**src/rtl/rom_fetch_unit.sv**
```systemverilog
// +--------------------------------------------------------------------------+
// | rom_fetch_unit : PC owner and read initiator for a 1-cycle sync ROM,       |
// |                  buffering returned bytes into a valid/ready stream.       |
// | Rev 1.0                                                                    |
// +--------------------------------------------------------------------------+
`default_nettype none

module rom_fetch_unit #(
  parameter logic [7:0] RESET_VECTOR = 8'h00,
  parameter int         FIFO_DEPTH   = 2
) (
  input  logic       CLK,
  input  logic       RESET,
  output logic [7:0] ROM_ADDR,
  input  logic [7:0] ROM_DATA,
  output logic [7:0] INSTR_BYTE,
  output logic [7:0] INSTR_ADDR,
  output logic       INSTR_VALID,
  input  logic       INSTR_READY,
  input  logic       JUMP_EN,
  input  logic [7:0] JUMP_ADDR,
  input  logic       HALT,
  output logic       BUSY
);

  localparam int c_CNT_W = $clog2(FIFO_DEPTH + 1);
  localparam int c_PTR_W = (FIFO_DEPTH > 1) ? $clog2(FIFO_DEPTH) : 1;
  localparam logic [c_CNT_W:0] c_DEPTH = (c_CNT_W + 1)'(FIFO_DEPTH);

  logic [7:0]         pc_q, pc_d;
  logic [7:0]         tag_q, tag_d;
  logic               inflight_q, inflight_d;
  logic [c_CNT_W-1:0] count_q, count_d;
  logic [c_PTR_W-1:0] wr_q, wr_d;
  logic [c_PTR_W-1:0] rd_q, rd_d;
  logic [15:0]        fifo_q [FIFO_DEPTH];

  logic               w_pop;
  logic               w_push;
  logic               w_issue;
  logic [c_CNT_W:0]   w_credit;

  function automatic logic [c_PTR_W-1:0] ptr_inc(input logic [c_PTR_W-1:0] p);
    return (p == c_PTR_W'(FIFO_DEPTH - 1)) ? '0 : p + c_PTR_W'(1);
  endfunction

  assign w_pop  = INSTR_VALID && INSTR_READY;
  assign w_push = inflight_q && !JUMP_EN;

  // Credit counts the buffered bytes plus the one still in the ROM pipe,
  // less the slot freed by this cycle's pop, so a push can never overflow.
  assign w_credit = {1'b0, count_q} + (c_CNT_W + 1)'(inflight_q) - (c_CNT_W + 1)'(w_pop);
  assign w_issue  = !HALT && !JUMP_EN && (w_credit < c_DEPTH);

  always_comb begin
    pc_d       = pc_q;
    tag_d      = tag_q;
    inflight_d = 1'b0;
    count_d    = count_q;
    wr_d       = wr_q;
    rd_d       = rd_q;
    if (JUMP_EN) begin
      pc_d    = JUMP_ADDR;
      count_d = '0;
      wr_d    = '0;
      rd_d    = '0;
    end else begin
      if (w_issue) begin
        inflight_d = 1'b1;
        tag_d      = pc_q;
        pc_d       = pc_q + 8'd1;
      end
      if (w_push) wr_d = ptr_inc(wr_q);
      if (w_pop)  rd_d = ptr_inc(rd_q);
      case ({w_push, w_pop})
        2'b10:   count_d = count_q + c_CNT_W'(1);
        2'b01:   count_d = count_q - c_CNT_W'(1);
        default: count_d = count_q;
      endcase
    end
  end

  always_ff @(posedge CLK) begin
    if (!RESET) begin
      pc_q       <= RESET_VECTOR;
      tag_q      <= '0;
      inflight_q <= 1'b0;
      count_q    <= '0;
      wr_q       <= '0;
      rd_q       <= '0;
      for (int i = 0; i < FIFO_DEPTH; i++) fifo_q[i] <= '0;
    end else begin
      pc_q       <= pc_d;
      tag_q      <= tag_d;
      inflight_q <= inflight_d;
      count_q    <= count_d;
      wr_q       <= wr_d;
      rd_q       <= rd_d;
      if (w_push) fifo_q[wr_q] <= {tag_q, ROM_DATA};
    end
  end

  assign ROM_ADDR    = pc_q;
  assign INSTR_BYTE  = fifo_q[rd_q][7:0];
  assign INSTR_ADDR  = fifo_q[rd_q][15:8];
  assign INSTR_VALID = (count_q != '0);
  assign BUSY        = inflight_q || INSTR_VALID;

endmodule

`default_nettype wire

```
**config.mk**
```make
export PLATFORM = sky130hd
export DESIGN_NAME = rom_fetch_unit
export DESIGN_NICKNAME = d
export VERILOG_FILES = /design/src/rtl/rom_fetch_unit.sv
export SDC_FILE = /design/constraint.sdc
export NUM_CORES = 1
export LEC_CHECK = 0
export CORE_MARGIN = 2
export CORE_UTILIZATION = 40
export DETAILED_ROUTE_END_ITERATION = 8
export PLACE_DENSITY = 0.67
export SLEW_MARGIN = 10
export SYNTH_ARGS = -nofsm -noshare
export SYNTH_HDL_FRONTEND = slang
export SYNTH_SLANG_ARGS = --single-unit
```
**constraint.sdc**
```tcl
create_clock -name CLK -period 6.76 [get_ports CLK]
set_input_delay 1.352 -clock CLK [delete_from_list [all_inputs] [get_ports CLK]]
set_output_delay 1.352 -clock CLK [all_outputs]
set_load 0.05 [all_outputs]
```
## After elaboration in Yosys (flattened, before gate mapping)

Memory sizes are Yosys's and may differ from the RTL's. A register that Yosys moved wholly into a read port is not among the register bits.
Index checks and enable logic that the tools add are counted.

| cells by class | value |
|---|---|
| $add $sub $neg | 7 |
| magnitude comparators | 1 |
| equal/unequal tests | 2 |
| muxes and demuxes | 15 |
| bitwise gates (word level) | 2 |
| reduce and logical (&&, ||, !) cells | 13 |

Operators by type and width:

| cell | number |
|---|---|
| $mux W16 | 1 |
| $mux W8 | 2 |
| $reduce_or A16 Y1 | 1 |
| $mux W1 | 11 |
| $add A8 B1 Y8 const B | 1 |
| $reduce_bool A2 Y1 | 3 |
| $logic_and A1 B1 Y1 | 4 |
| $pmux W2 S2 | 1 |
| $add A2 B1 Y3 | 1 |
| $lt A3 B2 Y1 const B | 1 |
| $sub A3 B1 Y3 | 1 |
| $add A1 B1 Y1 const B | 2 |
| $add A2 B1 Y2 const B | 1 |
| $eq A2 B1 Y1 const B | 1 |
| $eq A2 B2 Y1 const B | 1 |
| $logic_not A1 Y1 | 2 |
| $not A1 Y1 | 2 |
| $reduce_and A2 Y1 | 1 |
| $reduce_or A2 Y1 | 1 |
| $sub A2 B1 Y2 const B | 1 |
| $logic_or A1 B1 Y1 | 1 |

| storage, ports and cells | value |
|---|---|
| register bits | 21 |
| RAM bits | 32 |
| input port bits | 21 |
| output and inout bits | 26 |
| memories kept | 1 |

Memories:

| name | words | bits a word | read ports | clocked after Yosys merged registers in | wr ports | line | text |
|---|---|---|---|---|---|---|---|
| fifo_q | 2 | 16 | 1 | 1 | 2 | 36 | `logic [15:0] fifo_q [FIFO_DEPTH];` |

## Logic depth before layout (Yosys ltp)

| logic depth | value |
|---|---|
| word-level depth | 7 |
| mapped depth | 10 |
| gate-level depth less buffers | 9 |

## Least setup slack after synthesis

No wires, ideal clock.

| timing path | value |
|---|---|
| path kind | in2reg |
| start | input INSTR_READY |
| end | register pc_q[6] (netlist: ROM_ADDR[6]) |
| library setup time | 0.074 ns |
| arrival | 3.393 ns |
| required time | 6.686 ns |
| slack | 3.293 ns |
| cell stages on the path | 8 |
| buffers on the path | 0 |
| cell sequence | and2_1 > ha_1 > nand2b_1 > fa_1 > nor2b_1 > nand3_2 > or4_1 > a31oi_1 |

| on the way | value |
|---|---|
| cells in the longest elaborated chain, start to end | 5 |

Ends and longest elaborated chain:

| element | line | text |
|---|---|---|
| start, declared | 19 | `input logic INSTR_READY,` |
| $logic_and A1 B1 Y1 | 47 | `assign w_pop = INSTR_VALID && INSTR_READY;` |
| $sub A3 B1 Y3 | 52 | `assign w_credit = {1'b0, count_q} + (c_CNT_W + 1)'(inflight_q) - (c_CNT_W + 1)'(w_pop);` |
| $lt A3 B2 Y1 | 53 | `assign w_issue = !HALT && !JUMP_EN && (w_credit < c_DEPTH);` |
| $logic_and A1 B1 Y1 | 53 |  |
| $reduce_bool A2 Y1 (no source line) | n/a |  |
| end signal, assigned | 93 | `pc_q <= pc_d;` |
| end, declared | 30 | `logic [7:0] pc_q, pc_d;` |

Every way passes these cells.
A chain may end at the register's enable or synchronous reset.

## Worst setup path in the final report

| timing path | value |
|---|---|
| start | input INSTR_READY |
| end | register pc_q[6] (netlist: ROM_ADDR[6]) |

| on the way | value |
|---|---|
| cells in the longest elaborated chain, start to end | 5 |

Ends and longest elaborated chain:

| element | line | text |
|---|---|---|
| $logic_and A1 B1 Y1 | 47 |  |
| net w_pop | 38 | `logic w_pop;` |
| $sub A3 B1 Y3 | 52 |  |
| $lt A3 B2 Y1 | 53 |  |
| $logic_and A1 B1 Y1 | 53 |  |
| $reduce_bool A2 Y1 (no source line) | n/a |  |

The timed path passes the listed nets, and every way through them passes these cells.

==> impl_metrics.prom <==
# TYPE chip_impl_metric gauge
chip_impl_info{name="cts_tree",value="done"} 1
chip_impl_metric{name="antenna_violating_nets_post_route",unit=""} 0
chip_impl_metric{name="cts_max_level",unit=""} 2
chip_impl_metric{name="synth-seq-area-share",unit="%"} 58.1
chip_impl_metric{name="dieArea",unit="sq mm"} 0.00667
chip_impl_metric{name="fin_tns_setup",unit="ns"} 0
chip_impl_metric{name="synthCells",unit=""} 214
chip_impl_metric{name="achievable-frequency",unit="GHz"} 0.253
chip_impl_info{name="hold_path.class",value="flip-flop to flip-flop"} 1
chip_impl_metric{name="io_pins",unit=""} 47
chip_impl_metric{name="cts_post_setup_buffers_inserted",unit=""} 0
chip_impl_metric{name="endpoints_failing_hold",unit=""} 0
chip_impl_metric{name="synthToLayoutAreaGrowth",unit="%"} 27.7
chip_impl_info{name="worst_setup_path_start_kind",value="input port"} 1
chip_impl_info{name="worstSetupEndpointType",value="flip-flop"} 1
chip_impl_metric{name="finalNetCount",unit=""} 286
chip_impl_metric{name="worstMarginPinSlew",unit="ns"} 0.888
chip_impl_metric{name="die_width",unit="um"} 81.7
chip_impl_metric{name="layout.filler_cells",unit=""} 520
chip_impl_metric{name="wirelength",unit="um"} 4550
chip_impl_metric{name="synth-warning-count",unit=""} 0
chip_impl_metric{name="grt_use_total",unit="%"} 15.4
chip_impl_info{name="timing.setup.critical_path_class",value="input port to flip-flop"} 1
chip_impl_metric{name="vdd_ir_max",unit="mV"} 0.0884
chip_impl_metric{name="synthDistinctLibCells",unit=""} 38
chip_impl_info{name="mostFrequentLayoutCells",value="46 x sky130_fd_sc_hd__clkdlybuf4s50_1, 33 x sky130_fd_sc_hd__and2_1, 32 x sky130_fd_sc_hd__nand2_1, 32 x sky130_fd_sc_hd__edfxtp_1, 22 x sky130_fd_sc_hd__dfxtp_1"} 1
chip_impl_metric{name="initial_utilization",unit="%"} 41.0
chip_impl_metric{name="synth_seq_cells",unit=""} 54
chip_impl_metric{name="die_height",unit="um"} 81.7
chip_impl_metric{name="detail_route.first_pass.iterations",unit=""} 4
chip_impl_info{name="status",value="complete, no violations"} 1
chip_impl_metric{name="postSynthAreaPerCell",unit="sq um"} 11.3
chip_impl_metric{name="post_cts.resized_instances",unit=""} 0
chip_impl_metric{name="fin_crit",unit="ns"} 3.95
chip_impl_metric{name="hpwlAfterDp",unit="um"} 3120
chip_impl_metric{name="syn-cell-area",unit="sq mm"} 0.00241
chip_impl_metric{name="clkLatencyLatePin",unit="ns"} 0.30
chip_impl_metric{name="core",unit="sq mm"} 0.00589
chip_impl_metric{name="total_power",unit="uW"} 701
chip_impl_metric{name="cts.reportedPaths.clkPinSlew",unit="ns"} 0.09
chip_impl_metric{name="wl_per_cell",unit="um"} 13.5
chip_impl_info{name="worstPathCellList",value="clkdlybuf4s50_1 > and2_1 > ha_1 > nand2b_1 > fa_1 > nor2b_1 > nand3_2 > or4_1 > a31oi_1"} 1
chip_impl_metric{name="place_congestion",unit=""} 0.868
chip_impl_metric{name="clock_skew",unit="ns"} 0.00396
chip_impl_metric{name="grt_start_max_net_pins",unit=""} 17
chip_impl_metric{name="cap_violations",unit=""} 0
chip_impl_metric{name="tcrit_tclk_final",unit="%"} 58.4
chip_impl_metric{name="arrival",unit="ns"} 4.18
chip_impl_metric{name="number_of_global_route_vias_before_repair",unit=""} 1695
chip_impl_info{name="worst_path_dominant_cell_family",value="simple AND/OR/NAND/NOR gates"} 1
chip_impl_info{name="critPathSlowestCell",value="sky130_fd_sc_hd__or4_1"} 1
chip_impl_metric{name="multi_input_area",unit="sq um"} 952
chip_impl_metric{name="syn_nets",unit=""} 239
chip_impl_metric{name="grt_first_pass_wirelength",unit="um"} 7760
chip_impl_metric{name="timing.critical_path.buf_inv",unit=""} 1
chip_impl_metric{name="antenna_found_initial",unit=""} 0
chip_impl_metric{name="timing.final.max_slew_violations",unit=""} 0
chip_impl_metric{name="crit_fanout",unit=""} 13
chip_impl_info{name="grt_setup_unrepaired",value="false"} 1
chip_impl_metric{name="synth_largest_type_area_fraction",unit="%"} 39.8
chip_impl_info{name="synth_area_leaders",value="sky130_fd_sc_hd__edfxtp_1 40%, sky130_fd_sc_hd__dfxtp_1 18%, sky130_fd_sc_hd__and2_1 8.6%"} 1
chip_impl_metric{name="drive_gt1_share",unit="%"} 12.2
chip_impl_metric{name="num_antenna_cells",unit=""} 0
chip_impl_metric{name="worst-endpoint-required",unit="ns"} 6.99
chip_impl_info{name="cts_root_buffer",value="sky130_fd_sc_hd__clkbuf_8"} 1
chip_impl_metric{name="placement_rows",unit=""} 28
chip_impl_info{name="most_common_cell_after_layout_fill_and_taps_aside",value="sky130_fd_sc_hd__clkdlybuf4s50_1"} 1
chip_impl_metric{name="placement.io_buffers",unit=""} 46
chip_impl_metric{name="initialDrtViolationCount",unit=""} 102
chip_impl_info{name="synth_top_area_cell",value="sky130_fd_sc_hd__edfxtp_1"} 1
chip_impl_metric{name="placed_cell_area",unit="sq mm"} 0.00295
chip_impl_metric{name="clockBufferDepth",unit=""} 2
chip_impl_metric{name="num_vias",unit=""} 1695
chip_impl_metric{name="seq_area",unit="sq mm"} 0.00140
chip_impl_metric{name="utilization",unit="%"} 52.4
chip_impl_metric{name="final_area",unit="sq mm"} 0.00308
chip_impl_info{name="ys_dominant_reg_cell",value="sky130_fd_sc_hd__edfxtp_1"} 1
chip_impl_metric{name="routed_via_density",unit=""} 5.03
chip_impl_metric{name="total_leakage_power",unit="nW"} 1.10
chip_impl_metric{name="hold_buffers",unit=""} 0
chip_impl_metric{name="power_density",unit="mW/mm^2"} 228
chip_impl_metric{name="cts_sinks",unit=""} 54
chip_impl_metric{name="setup-violations-final",unit=""} 0
chip_impl_metric{name="cp_slowest_stage_delay",unit="ns"} 0.56
chip_impl_metric{name="route.detailed.drc",unit=""} 0
chip_impl_metric{name="worst_slew_margin_rel",unit="%"} 40.6
chip_impl_metric{name="tritoncts.num_buffers",unit=""} 5
chip_impl_metric{name="async_reset_ff_share",unit="%"} 0
chip_impl_metric{name="synth_enable_flop_cells",unit=""} 32
chip_impl_metric{name="grt-ovfl-total",unit=""} 0
cells in the mapped netlist (2+ instances only):
cell type	number
sky130_fd_sc_hd__buf_2	3
sky130_fd_sc_hd__a31oi_1	2
sky130_fd_sc_hd__ha_1	3
sky130_fd_sc_hd__and2_1	33
sky130_fd_sc_hd__o21ai_0	4
sky130_fd_sc_hd__clkbuf_1	5
sky130_fd_sc_hd__nand2_1	32
sky130_fd_sc_hd__xnor2_1	3
sky130_fd_sc_hd__a22oi_1	2
sky130_fd_sc_hd__inv_1	5
sky130_fd_sc_hd__edfxtp_1	32
sky130_fd_sc_hd__or2_2	2
sky130_fd_sc_hd__xor2_1	2
sky130_fd_sc_hd__or3_1	2
sky130_fd_sc_hd__nor3_1	2
sky130_fd_sc_hd__dfxtp_1	22
sky130_fd_sc_hd__nor2_1	7
sky130_fd_sc_hd__nand3_1	3
sky130_fd_sc_hd__mux2_2	16
sky130_fd_sc_hd__a21oi_1	15
sky130_fd_sc_hd__o22ai_1	2
cell families (layout without fill, tap and decap cells):
group,Yosys count,count (layout),share of synthesized area (%)
simple gates,87,87,18.6
xor+xnor,6,6,2.49
flops,54,54,58.1
compound gates,33,33,8.55
fa+ha+maj,4,4,2.38
buf+inv,14,62,2.49
mux,16,16,7.46
layer usage:
layer | up-vias | part of all wire, % | GRT usage [%]
li1 | 846 | - | -
met1 | 792 | 44 | 19.0
met2 | 50 | 48 | 25.6
met3 | 7 | 5.5 | 3.74
met4 | 0 | 1.7 | 7.33
met5 | - | 0 | 0
where the power goes:
part	internal (mW)	total (mW)	switching [mW]
Combinational	0.0346	0.0867	0.0521
Clock	0.146	0.247	0.101
Sequential	0.359	0.367	0.00782
Total	0.541	0.701	0.161
metrics by stage:
| stage | setup WS (ns) | hold slack [ns] | cells |
|---|---|---|---|
| after detailed placement | 2.52 | 0.462 | 329 |
| after global placement | 2.56 | 0.451 | 329 |
| after global routing | 2.58 | 0.506 | 337 |
| after CTS | 2.82 | 0.475 | 337 |
| after floorplan | 3.29 | 0.440 | 214 |
| final | 2.81 | 0.471 | 337 |
worst reg2reg max path, stage by stage, from the launching register on:
cell and delay (ns):
sky130_fd_sc_hd__dfxtp_1 0.40, sky130_fd_sc_hd__or2_2 0.33, sky130_fd_sc_hd__and2_1 0.20, sky130_fd_sc_hd__ha_1 0.27
sky130_fd_sc_hd__nand2b_1 0.15, sky130_fd_sc_hd__fa_1 0.50, sky130_fd_sc_hd__nor2b_1 0.30, sky130_fd_sc_hd__nand3_2 0.28
sky130_fd_sc_hd__or4_1 0.56, sky130_fd_sc_hd__a31oi_1 0.16
sequential cells by signal, indices dropped and copies added (netlist names), named ones only:
signal	cells
rd_q	1
tag_q	8
wr_q	1
count_q	2
fifo_q	32
ROM_ADDR	8
inflight_q	1
path summary, 6_finish.rpt:
check,start,to,slack [ns],cells after the start
hold / removal,tag_q[7]$_SDFFE_PN0P_,tag_q[7]$_SDFFE_PN0P_,0.47,2
setup / recovery,INSTR_READY,ROM_ADDR[6]$_SDFFE_PN0P_,2.81,9
setup reg to reg,count_q[1]$_SDFFE_PP0P_,ROM_ADDR[6]$_SDFFE_PN0P_,3.54,9
hold reg to reg,tag_q[7]$_SDFFE_PN0P_,tag_q[7]$_SDFFE_PN0P_,0.47,2
area by class of cell:
cell class	instances	share of cell area, %
clock buffer	5	2.23
clock inverter	3	2.07
inverter	5	0.609
multi-input combinational	146	30.9
sequential	54	45.5
tap	75	3.05
timing repair buffer	49	15.7
Power figures use the tool's default switching activity.
